**src/rtl/cmd_display_scan_if.sv**
```systemverilog
// Display-scan bus: command load, mode controls and multiplexed seven-segment outputs.
interface cmd_display_scan_if #(
  parameter int unsigned ADDR_W = 5,
  parameter int unsigned CMD_W  = 7
);
  localparam int unsigned AD = (ADDR_W + 3) / 4;
  localparam int unsigned CD = (CMD_W + 3) / 4;
  localparam int unsigned N  = AD + CD;
  localparam int unsigned W  = ADDR_W + CMD_W;

  logic         load;
  logic [W-1:0] cmd_in;
  logic         lz_blank;
  logic         blink_en;
  logic [6:0]   seg;
  logic         dp;
  logic [N-1:0] digit_sel;
  logic [W-1:0] shown;
  logic         frame_tick;

  modport master (
    output load, cmd_in, lz_blank, blink_en,
    input  seg, dp, digit_sel, shown, frame_tick
  );

  modport slave (
    input  load, cmd_in, lz_blank, blink_en,
    output seg, dp, digit_sel, shown, frame_tick
  );
endinterface

```
**src/rtl/cmd_display_scan.sv**
```systemverilog
// Multiplexed hex display of a latched {address, command} word with
// leading-zero blanking, a field-separator point and whole-display blinking.
module cmd_display_scan #(
  parameter int unsigned ADDR_W    = 5,
  parameter int unsigned CMD_W     = 7,
  parameter int unsigned SCAN_DIV  = 1000,
  parameter int unsigned BLINK_DIV = 64
) (
  input  logic                clk,
  input  logic                rst,
  cmd_display_scan_if.slave   bus
);
  localparam int unsigned AD     = (ADDR_W + 3) / 4;
  localparam int unsigned CD     = (CMD_W + 3) / 4;
  localparam int unsigned N      = AD + CD;
  localparam int unsigned W      = ADDR_W + CMD_W;
  localparam int unsigned AD_PW  = 4 * AD;
  localparam int unsigned CD_PW  = 4 * CD;
  localparam int unsigned CNT_W  = (SCAN_DIV > 1) ? $clog2(SCAN_DIV) : 1;
  localparam int unsigned IDX_W  = $clog2(N);
  localparam int unsigned BCNT_W = (BLINK_DIV > 1) ? $clog2(BLINK_DIV) : 1;

  logic [W-1:0]      r_shown;
  logic [CNT_W-1:0]  r_cnt;
  logic [IDX_W-1:0]  r_idx;
  logic [BCNT_W-1:0] r_bcnt;
  logic              r_phase;
  logic [6:0]        r_seg;
  logic              r_dp;
  logic [N-1:0]      r_digit_sel;
  logic              r_frame_tick;

  logic              w_term;
  logic              w_last;
  logic              w_wrap;
  logic              w_bterm;
  logic [AD_PW-1:0]  w_addr_pad;
  logic [CD_PW-1:0]  w_cmd_pad;
  logic [AD_PW-1:0]  w_addr_hi;
  logic [CD_PW-1:0]  w_cmd_hi;
  logic [3:0]        w_nib;
  logic              w_lz;
  logic [6:0]        w_seg;
  logic              w_dp;
  logic [N-1:0]      w_digit_sel;

  function automatic logic [6:0] hex7(input logic [3:0] v);
    case (v)
      4'h0:    return 7'b1000000;
      4'h1:    return 7'b1111001;
      4'h2:    return 7'b0100100;
      4'h3:    return 7'b0110000;
      4'h4:    return 7'b0011001;
      4'h5:    return 7'b0010010;
      4'h6:    return 7'b0000010;
      4'h7:    return 7'b1111000;
      4'h8:    return 7'b0000000;
      4'h9:    return 7'b0010000;
      4'hA:    return 7'b0001000;
      4'hB:    return 7'b0000011;
      4'hC:    return 7'b1000110;
      4'hD:    return 7'b0100001;
      4'hE:    return 7'b0000110;
      default: return 7'b0001110;
    endcase
  endfunction

  assign w_term     = (r_cnt == CNT_W'(SCAN_DIV - 1));
  assign w_last     = (r_idx == IDX_W'(N - 1));
  assign w_wrap     = w_term && w_last;
  assign w_bterm    = (r_bcnt == BCNT_W'(BLINK_DIV - 1));
  assign w_addr_pad = AD_PW'(r_shown[W-1:CMD_W]);
  assign w_cmd_pad  = CD_PW'(r_shown[CMD_W-1:0]);

  // Select the current nibble; "hi" holds it plus every more significant nibble of its field.
  always_comb begin
    w_addr_hi = '0;
    w_cmd_hi  = '0;
    w_nib     = '0;
    w_lz      = 1'b0;
    if (r_idx < IDX_W'(AD)) begin
      w_addr_hi = w_addr_pad >> (4 * (AD - 1 - 32'(r_idx)));
      w_nib     = w_addr_hi[3:0];
      w_lz      = (w_addr_hi == '0) && (r_idx != IDX_W'(AD - 1));
    end else begin
      w_cmd_hi  = w_cmd_pad >> (4 * (N - 1 - 32'(r_idx)));
      w_nib     = w_cmd_hi[3:0];
      w_lz      = (w_cmd_hi == '0) && (r_idx != IDX_W'(N - 1));
    end
  end

  always_comb begin
    w_seg       = (w_lz && bus.lz_blank) ? 7'h7F : hex7(w_nib);
    w_dp        = (r_idx != IDX_W'(AD - 1));
    w_digit_sel = ~(N'(1) << r_idx);
    if (bus.blink_en && r_phase) begin
      w_seg = 7'h7F;
      w_dp  = 1'b1;
    end
  end

  always_ff @(posedge clk or posedge rst) begin
    if (rst) begin
      r_shown      <= '0;
      r_cnt        <= '0;
      r_idx        <= '0;
      r_bcnt       <= '0;
      r_phase      <= 1'b0;
      r_seg        <= 7'h7F;
      r_dp         <= 1'b1;
      r_digit_sel  <= '1;
      r_frame_tick <= 1'b0;
    end else begin
      if (bus.load) r_shown <= bus.cmd_in;

      if (w_term) begin
        r_cnt <= '0;
        r_idx <= w_last ? '0 : r_idx + IDX_W'(1);
      end else begin
        r_cnt <= r_cnt + CNT_W'(1);
      end
      r_frame_tick <= w_wrap;

      // A load restarts the blink cycle in its visible half, even on a frame wrap.
      if (bus.load) begin
        r_bcnt  <= '0;
        r_phase <= 1'b0;
      end else if (w_wrap) begin
        if (w_bterm) begin
          r_bcnt  <= '0;
          r_phase <= ~r_phase;
        end else begin
          r_bcnt <= r_bcnt + BCNT_W'(1);
        end
      end

      r_seg       <= w_seg;
      r_dp        <= w_dp;
      r_digit_sel <= w_digit_sel;
    end
  end

  assign bus.seg        = r_seg;
  assign bus.dp         = r_dp;
  assign bus.digit_sel  = r_digit_sel;
  assign bus.shown      = r_shown;
  assign bus.frame_tick = r_frame_tick;
endmodule
```
**src/flat_wrapper.sv**
```systemverilog
// flat-port wrapper written by rule: the top's interface ports become plain ports
module cmd_display_scan_flat 
#(
  parameter int unsigned ADDR_W    = 5,
  parameter int unsigned CMD_W     = 7,
  parameter int unsigned SCAN_DIV  = 1000,
  parameter int unsigned BLINK_DIV = 64
)
  (clk, rst, bus_load, bus_cmd_in, bus_lz_blank, bus_blink_en, bus_seg, bus_dp, bus_digit_sel, bus_shown, bus_frame_tick);
  cmd_display_scan_if #(.ADDR_W(ADDR_W), .CMD_W(CMD_W)) bus_i ();
  input  logic clk;
  input  logic rst;
  input wire logic [$bits(bus_i.load)-1:0] bus_load;
  input wire logic [$bits(bus_i.cmd_in)-1:0] bus_cmd_in;
  input wire logic [$bits(bus_i.lz_blank)-1:0] bus_lz_blank;
  input wire logic [$bits(bus_i.blink_en)-1:0] bus_blink_en;
  output wire logic [$bits(bus_i.seg)-1:0] bus_seg;
  output wire logic [$bits(bus_i.dp)-1:0] bus_dp;
  output wire logic [$bits(bus_i.digit_sel)-1:0] bus_digit_sel;
  output wire logic [$bits(bus_i.shown)-1:0] bus_shown;
  output wire logic [$bits(bus_i.frame_tick)-1:0] bus_frame_tick;
  assign bus_i.load = bus_load;
  assign bus_i.cmd_in = bus_cmd_in;
  assign bus_i.lz_blank = bus_lz_blank;
  assign bus_i.blink_en = bus_blink_en;
  assign bus_seg = bus_i.seg;
  assign bus_dp = bus_i.dp;
  assign bus_digit_sel = bus_i.digit_sel;
  assign bus_shown = bus_i.shown;
  assign bus_frame_tick = bus_i.frame_tick;
  cmd_display_scan #(.ADDR_W(ADDR_W), .CMD_W(CMD_W), .SCAN_DIV(SCAN_DIV), .BLINK_DIV(BLINK_DIV)) u_core (.clk(clk), .rst(rst), .bus(bus_i));
endmodule
```
**config.mk**
```make
export PLATFORM = sky130hd
export DESIGN_NAME = cmd_display_scan_flat
export DESIGN_NICKNAME = d
export VERILOG_FILES = /design/src/rtl/cmd_display_scan_if.sv /design/src/rtl/cmd_display_scan.sv /design/src/flat_wrapper.sv
export SDC_FILE = /design/constraint.sdc
export NUM_CORES = 1
export LEC_CHECK = 0
export ABC_AREA = 1
export ABC_CLOCK_PERIOD_IN_PS = 1900
export BUFFER_PORTS_ARGS = -buffer_cell sky130_fd_sc_hd__buf_2
export CORE_AREA = 2 2 73 75
export DETAILED_ROUTE_END_ITERATION = 6
export DIE_AREA = 0 0 75 77
export PLACE_DENSITY = 0.7
export SYNTH_ARGS = -nofsm -noshare
export SYNTH_HDL_FRONTEND = slang
export SYNTH_SLANG_ARGS = --single-unit
export TNS_END_PERCENT = 5
```
**constraint.sdc**
```tcl
create_clock -name clk -period 1.9 [get_ports clk]
set_input_delay 0.38 -clock clk [delete_from_list [all_inputs] [get_ports clk]]
set_output_delay 0.38 -clock clk [all_outputs]
set_load 0.02 [all_outputs]
```
# Word-level counts from Yosys, hierarchy flattened
# Memory sizes are Yosys's and may differ from the RTL's.
# Index checks and enable logic that the tools add are counted.
[word_totals] reg_bits=44 latchBits=0 mem_bits_rw=0 mem_bits_ro=112 input_bits=17 output_inout_bits=25 elab_cells=49 n_memories=1
[mem_list] name="(no name shown)" words=16 width=7 rd=1 rd_ports_with_merged_regs=0 write_ports=0 line_no="cmd_display_scan.sv:48" source="case (v)"
[op_classes] n_addsub=5 mul=0 n_div=0 n_lt_le_gt_ge=1 n_eq_ne=5 shift=3 n_mux=13 bitwise=2 n_reduce_logical=10
[ops] cell="$shr 5x32->8" n=1
[ops] cell="$shr 7x32->8" n=1
[ops] cell="$mux 6" n=3
[ops] cell="$logic_not 8->1" n=2
[ops] cell="$mux 7" n=2
[ops] cell="$add 10x1->10 const B" n=1
[ops] cell="$eq 10x10->1 const B" n=1
[ops] cell="$mux 10" n=1
[ops] cell="$add 6x1->6 const B" n=1
[ops] cell="$eq 6x6->1 const B" n=1
[ops] cell="$logic_and 1x1->1" n=5
[ops] cell="$mux 1" n=5
[ops] cell="$mux 4" n=1
[ops] cell="$not 4->4" n=1
[ops] cell="$reduce_bool 2->1" n=2
[ops] cell="$shl 1x2->4 const A" n=1
[ops] cell="$sub 1x2->3 const A" n=1
[ops] cell="$sub 2x2->3 const A" n=1
[ops] cell="$add 2x1->2 const B" n=1
[ops] cell="$eq 2x2->1 const B" n=1
[ops] cell="$lt 2x2->1 const B" n=1
[ops] cell="$mux 2" n=1
[ops] cell="$ne 2x1->1 const B" n=1
[ops] cell="$ne 2x2->1 const B" n=1
[ops] cell="2 further kinds" n=2

# Longest topological paths before layout
# Gate-level depths: netlist of the first run.
[logic_depth] depth_word=8 depth_mapped=12 ltp_nobuf=11

# Worst setup path before layout of the first run
# No wires, ideal clock.
[synth_path] path_type="reg-to-reg" start="register u_core.r_idx[0]" end="register u_core.r_seg[1], in the netlist u_core.bus.seg[1]" setup_time_ns=0.085 arrival_time_ns=1.478 required_time_ns=1.815 path_slack_ns=0.338 path_stages_with_launch=12 n_path_buf=1 period_less_slack_ns=1.562 cell_sequence="dfrtp_1 buf_6 inv_8 nor2_4 nand2_2 nand2_2 inv_1 ha_1 inv_1 nor2_1 a21oi_1 nand3_1"
[synth_between] elab_chain_len=8 elab_cells_between_ends=17 classes_between="add/sub: 2; order compare: 1; eq/ne: 2; shift: 2; mux: 4; reduce/logical: 5; memory: 1"
[synth_lines] element="start, declared" line_no="cmd_display_scan.sv:25" source="logic [IDX_W-1:0] r_idx;"
[synth_lines] element="start signal, assigned" line_no="cmd_display_scan.sv:118" source="r_idx <= w_last ? '0 : r_idx + IDX_W'(1);"
[synth_lines] element="branches (longest 6 deep; another with $mem_v2 16x7)"
[synth_lines] element="$mux 7 *" line_no="cmd_display_scan.sv:93" source="w_seg = (w_lz && bus.lz_blank) ? 7'h7F : hex7(w_nib);"
[synth_lines] element="$mux 7 *" line_no="cmd_display_scan.sv:96" source="if (bus.blink_en && r_phase) begin"
[synth_lines] element="named net u_core.w_seg[1]" line_no="cmd_display_scan.sv:43" source="logic [6:0] w_seg;"
[synth_lines] element="end signal, assigned" line_no="cmd_display_scan.sv:137" source="r_seg <= w_seg;"
[synth_lines] element="end, declared" line_no="cmd_display_scan.sv:28" source="logic [6:0] r_seg;"
# Mark *: on every way through the listed nets, which the timed path passes.
# A chain may end at the register's enable or synchronous reset.

# Worst setup path in the final report of the first run
[layout_path] start="register u_core.r_idx[1]" end="register u_core.r_seg[1], in the netlist u_core.bus.seg[1]"
# Same word-level chain as after synthesis.

==> results of run 1 <==
worst max-delay path, delay by kind of cell (launching register included):
family | cells | cell delay (ps)
adders and majority gates | 1 | 270
DFF | 1 | 540
and+or+nand+nor | 4 | 400
AOI/OAI and AO/OA | 1 | 120
buffers and inverters | 2 | 280
area by class of cell:
| type | instances | area (um^2) |
|---|---|---|
| fill | 465 | 2170 |
| sequential | 44 | 1120 |
| tap | 70 | 87.6 |
| timing repair buffer | 46 | 243 |
| inverter | 34 | 141 |
| multi-input combinational | 206 | 1120 |
| clock buffer | 8 | 90.1 |
timing repair:
item,in CTS,in global routing
hold buffers,0,0
gates resized for setup,0,1
endpoints found under the setup margin,0,1
state kept, by name (all words and copies together), names as in the netlist:
register and flops:
u_core.bus.digit_sel 4, u_core.bus.dp 1, u_core.bus.frame_tick 1, u_core.bus.seg 7
u_core.bus.shown 12, u_core.r_bcnt 6, u_core.r_cnt 10, u_core.r_idx 2
u_core.r_phase 1
how the worst max path moves through the flow:
stage,startpoint,to,slack [ps],cells past startpoint
3_3_place_gp,u_core.r_idx[0]$_DFFE_PP0N_,u_core.bus.seg[1]$_DFF_PP1_,230,10
4_1_cts,u_core.r_idx[0]$_DFFE_PP0N_,u_core.bus.seg[1]$_DFF_PP1_,150,10
2_1_floorplan,u_core.r_idx[0]$_DFFE_PP0N_,u_core.bus.seg[1]$_DFF_PP1_,340,11
3_5_place_dp,u_core.r_idx[0]$_DFFE_PP0N_,u_core.bus.seg[1]$_DFF_PP1_,160,10
6_report,u_core.r_idx[1]$_DFFE_PP0N_,u_core.bus.seg[1]$_DFF_PP1_,200,8
5_1_grt,u_core.r_idx[1]$_DFFE_PP0N_,u_core.bus.seg[1]$_DFF_PP1_,90,9
metrics by stage:
| stage | worst slack (ps) | instance area [um^2] | util |
|---|---|---|---|
| 6_report | 205 | 2800 | 0.563 |
| 5_1_grt | 86.2 | 2800 | 0.563 |
| 4_1_cts | 146 | 2800 | 0.563 |
| 3_5_place_dp | 161 | 2710 | 0.545 |
| 3_3_place_gp | 233 | 2710 | 0.545 |
| 2_1_floorplan | 338 | 2420 | - |
layer usage:
metal,wire [um],share of wire
met5,0,0
met4,42,0.0090
met1,2300,0.49
met2,2090,0.45
met3,219,0.047
power by group through the flow:
| stage | Clock, mW | Sequential [mW] | Combinational (mW) |
|---|---|---|---|
| 3_5_place_dp | 0 | 1.04 | 0.261 |
| 6_report | 0.598 | 1.02 | 0.258 |
| 4_1_cts | 0.620 | 1.02 | 0.261 |
| 3_3_place_gp | 0 | 1.04 | 0.257 |
| 5_1_grt | 0.657 | 1.03 | 0.292 |
| 2_1_floorplan | 0 | 1.09 | 0.121 |
Yosys cell counts, types with 3 or more instances:
cell     number  area share
ha_1         12       0.062
dfrtp_1      32        0.33
nand2_4       6       0.028
a21oi_1       4      0.0083
xor2_1        3       0.011
dfstp_2      12        0.13
nand2_2       9       0.023
nand3_1      33       0.068
inv_1        29       0.045
o21ai_0      13       0.027
nor3_1        6       0.012
nor2_1       23       0.036
nand2_1      80        0.12
cell families (layout without fill, tap and decap cells):
| group | count (synthesis) | after routing | synth area share |
|---|---|---|---|
| and+or+nand+nor | 168 | 168 | 0.341 |
| adders and majority gates | 12 | 12 | 0.0621 |
| DFF | 44 | 44 | 0.462 |
| xor gates and xnor gates | 4 | 4 | 0.0145 |
| buffers and inverters | 39 | 88 | 0.0725 |
| AOI/OAI and AO/OA | 22 | 22 | 0.0482 |
==> results_dict.tcl, run 1 <==
set metrics [dict create \
    status "finished clean" \
    swShare 0.267 \
    die_area_mm2 0.00578 \
    r2r_end "u_core.bus.seg[1]$_DFF_PP1_" \
    io_buffers 41 \
    cts_tree "yes" \
    r2r.worst_path.cells 8 \
    power_frac_comb 0.137 \
    grt_pass1_vias 1817 \
    cts.sinks 44 \
    root_buffer "clkbuf_8" \
    finalSetupTns_ps 0 \
    dr.pass1.iters 4 \
    switching_power_mw 0.501 \
    dominantRegCellSynth "dfrtp_1" \
    nets 366 \
    p_leak_nw 1.46 \
    holdWs_ps 208 \
    synth_seq_cells 44 \
    required_ps 2110 \
    syn_area_mm2 0.00242 \
    syn2layout_area_growth_pct 16.1 \
    post-route-period-util 0.892 \
    cts.repair_timing.setup_buffer_count 0 \
    p_total_mw 1.88 \
    layout_common_cells "nand2_1, buf_2, nand3_1" \
    slowest_delay_ps 540 \
    slowest_stage "dfrtp_1" \
    synth_cells 289 \
    row_count 26 \
    ant_nets 0 \
    hpwl_um 3460 \
    drc 0 \
    final_hold_viol_count 0 \
    worstPathCellList "buf_4 > nand3_1 > nand2_1 > ha_1 > inv_1 > nor2_1 > a21oi_1 > nand3_1" \
    ys_seq_area_frac 0.462 \
    drive_gt1_frac 0.278 \
    fin_skew_ps 6.00 \
    tightest_slew_ps 529 \
    grt_use_met2 0.269 \
    route.vias.total 1933 \
    drt_iter0_markers 87 \
    grt_pass1_wl_um 8190 \
    slew-limit-headroom 0.647 \
    grt_use_met1 0.252 \
    synth_cell_types 34 \
    clockPowerShare 0.318 \
    cap_violations 0 \
    clock_latency_ps 290 \
    sequentialPowerShare 0.544 \
    avgSynthCellArea_um2 8.36 \
    rsz0062_at_grt "false" \
    start_util 0.485 \
    finalSetupViolations 0 \
    min_period_ps 1700 \
    critPathLaunchType "register" \
    grt.total_usage 0.179 \
    cp_max_fo 7 \
    busiest_layer "met2" \
    cts_buffer_depth 2 \
    cts_max_level 2 \
    antenna_found_initial 0 \
    path_clk_slew_ps 80 \
    syn-num-nets 318 \
    grt_max_degree 45 \
    synth_enable_flop_cells 0 \
    finalWirelength_um 4650 \
    cts_buffers 5 \
    gp_congestion 0.886 \
    p_int_mw 1.38 \
    via_per_inst 4.74 \
    core_region_area_mm2 0.00498 \
    io_pins 42 \
    synth_async_sr_flop_share 1.00 \
    n_antenna_cell 0 \
    min_path_type "input port to async pin" \
    slew_violations 0 \
    die_x_um 75 \
    dp_cells 400 \
    gr-total-overflow 0 \
    max_freq_ghz 0.590 \
    reg2reg_from "u_core.r_idx[1]$_DFFE_PP0N_" \
    critPathKind "register to register" \
    die_height_um 77 \
    peakVddDrop_mv 0.612 \
    p_per_area_mw_per_mm2 670 \
    ys_warn_count 0 \
    avgRoutedWirePerCell_um 11.4 \
    worst-r2r-setup-slack_ps 200 \
    cp-end-kind "register" \
    final_common_cell "nand2_1" \
    critical_path_arrival_ps 1910 \
    cpMostUsedCell "nand3_1" \
    grt_use_met3 0.0473 \
    stdcell_count 408 \
]
Note: power is estimated with default switching activity, not from simulation.
==> run 2: changes to the inputs <==
--- a/config.mk
+++ b/config.mk
@@ -9,8 +9,8 @@
 export ABC_CLOCK_PERIOD_IN_PS = 1900
 export BUFFER_PORTS_ARGS = -buffer_cell sky130_fd_sc_hd__buf_2
-export CORE_AREA = 2 2 73 75
+export CORE_AREA = 2 2 81 83
 export DETAILED_ROUTE_END_ITERATION = 6
-export DIE_AREA = 0 0 75 77
-export PLACE_DENSITY = 0.7
+export DIE_AREA = 0 0 83 85
+export PLACE_DENSITY = 0.58
 export SYNTH_ARGS = -nofsm -noshare
 export SYNTH_HDL_FRONTEND = slang
==> constraint.sdc (replaced) <==
create_clock -name clk -period 1.9 [get_ports clk]
set_input_delay 0.38 -clock clk [delete_from_list [all_inputs] [get_ports clk]]
set_output_delay 0.38 -clock clk [all_outputs]
set_load 0.05 [all_outputs]
==> results_dict.tcl, run 2 (synthesis results as in run 1) <==
set metrics [dict create \
    cap_violations 0 \
    route.vias.total 1944 \
    avgRoutedWirePerCell_um 11.4 \
    grt_use_met1 0.197 \
    cp_max_fo 9 \
    cts_tree "yes" \
    fin_skew_ps 7.13 \
    multi_input_area_mm2 0.00112 \
    clockPowerShare 0.310 \
    power_frac_comb 0.176 \
    finalSetupViolations 0 \
    min_period_ps 1670 \
    io_buffers 41 \
    largest_reg_flops 12 \
    finalWirelength_um 4730 \
    register_area_mm2 0.00112 \
    drc 0 \
    row_count 29 \
    swShare 0.307 \
    drive_gt1_frac 0.280 \
    min_path_type "input port to register" \
    start_util 0.389 \
    busiest_layer "met2" \
    n_antenna_cell 0 \
    grt_use_met3 0.0360 \
    die_x_um 83 \
    grt.total_usage 0.150 \
    die_height_um 85 \
    required_ps 2130 \
    final_hold_viol_count 0 \
    cts_buffer_depth 2 \
    slowest_delay_ps 520 \
    status "finished clean" \
    nFillCells 618 \
    stdcell_count 416 \
    cp-end-kind "register" \
    die_area_mm2 0.00706 \
    grt_pass1_vias 1854 \
    drt_iter0_markers 48 \
    syn2layout_area_growth_pct 17.0 \
    dp_cells 406 \
    critical_path_arrival_ps 1900 \
    antenna_found_initial 0 \
    rsz0062_at_grt "false" \
    critPathKind "register to register" \
    peakVddDrop_mv 0.374 \
    p_int_mw 1.38 \
    slew_violations 0 \
    grt_max_degree 23 \
    worstPathCellList "inv_8 > nand2_1 > nand3_1 > nand2_2 > inv_1 > ha_1 > inv_1 > nor2_1 > a21oi_1 > nand3_1" \
    hpwl_um 3630 \
    critPathLaunchType "register" \
    gr-total-overflow 0 \
    layout_common_cells "nand2_1, buf_2, nand3_1" \
    grt_use_met2 0.238 \
    io_pins 42 \
    sequentialPowerShare 0.514 \
    ant_nets 0 \
    post-route-period-util 0.877 \
    cts_max_level 2 \
    cts.sinks 44 \
    path_clk_slew_ps 80 \
    slew-limit-headroom 0.731 \
    via_per_inst 4.67 \
    core_region_area_mm2 0.00620 \
    timing.final.ws_setup_ps 234 \
    slowest_stage "dfrtp_2" \
    final_common_cell "nand2_1" \
    tightest_slew_ps 403 \
    gp_congestion 0.860 \
    p_leak_nw 1.46 \
    nets 367 \
    grt_pass1_wl_um 8500 \
    p_per_area_mw_per_mm2 703 \
    dr.pass1.iters 5 \
    max_freq_ghz 0.600 \
    place_ws_ps 54.9 \
    finalSetupTns_ps 0 \
    root_buffer "clkbuf_8" \
    cts_buffers 5 \
    switching_power_mw 0.611 \
    clock_latency_ps 300 \
]
-- run 2: metrics by stage --
step / hold WS [ps] / utilization / cell area, um^2 / total power [mW]
after floorplan: 463 / - / 2420 / 1.30
after global placement: 292 / 0.437 / 2710 / 1.39
after detailed placement: 297 / 0.437 / 2710 / 1.39
after CTS: 263 / 0.454 / 2820 / 2.02
after global routing: 281 / 0.456 / 2830 / 2.08
final: 276 / 0.456 / 2830 / 1.99
-- run 2: per-layer routing --
| layer | wire length [um] | share of wire |
|---|---|---|
| met1 | 2300 | 0.49 |
| met2 | 2140 | 0.45 |
| met3 | 193 | 0.041 |
| met4 | 92 | 0.019 |
| met5 | 0 | 0 |
-- run 2: path summary, 6_finish.rpt --
kind | cells after the start | startpoint | to | slack, ps
min in group asynchronous | 3 | rst | u_core.r_bcnt[1]$_DFFE_PP0P_ | 520
max in group asynchronous | 4 | rst | u_core.bus.digit_sel[0]$_DFF_PP1_ | 810
max reg2reg | 10 | u_core.r_idx[0]$_DFFE_PP0N_ | u_core.bus.seg[1]$_DFF_PP1_ | 230
min | 3 | bus_cmd_in[8] | u_core.bus.shown[8]$_DFFE_PP0P_ | 280
min reg2reg | 2 | u_core.r_bcnt[1]$_DFFE_PP0P_ | u_core.r_bcnt[1]$_DFFE_PP0P_ | 510
max | 10 | u_core.r_idx[0]$_DFFE_PP0N_ | u_core.bus.seg[1]$_DFF_PP1_ | 230
-- run 2: final cells by class --
| class | count | share of cell area |
|---|---|---|
| Tap cell | 77 | 0.0341 |
| Sequential cell | 44 | 0.395 |
| Clock buffer | 7 | 0.0305 |
| Multi-Input combinational cell | 206 | 0.398 |
| Inverter | 34 | 0.0500 |
| Clock inverter | 1 | 0.00266 |
| Timing Repair Buffer | 47 | 0.0894 |
-- run 2: power groups by stage --
stage / logic [mW] / registers, mW / clock network, mW
2_1_floorplan: 0.121 / 1.18 / 0
3_3_place_gp: 0.351 / 1.04 / 0
3_5_place_dp: 0.353 / 1.04 / 0
4_1_cts: 0.356 / 1.02 / 0.645
5_1_grt: 0.385 / 1.03 / 0.670
6_report: 0.349 / 1.02 / 0.616
-- run 2: worst max-delay path: cells and delay by family (launching register included) --
| family | cells | cell delay (ps) |
|---|---|---|
| flops | 1 | 520 |
| simple gates | 5 | 420 |
| fa+ha+maj | 1 | 290 |
| buf+inv | 3 | 250 |
| compound gates | 1 | 110 |
-- run 2: what timing repair did --
| action | 4_1_cts | 5_1_grt |
|---|---|---|
| buffers inserted | 0 | 1 |
| gates resized for setup | 0 | 1 |
| endpoints found under the hold margin | 6 | 0 |
| endpoints found under the setup margin | 0 | 6 |
| hold buffers | 1 | 0 |
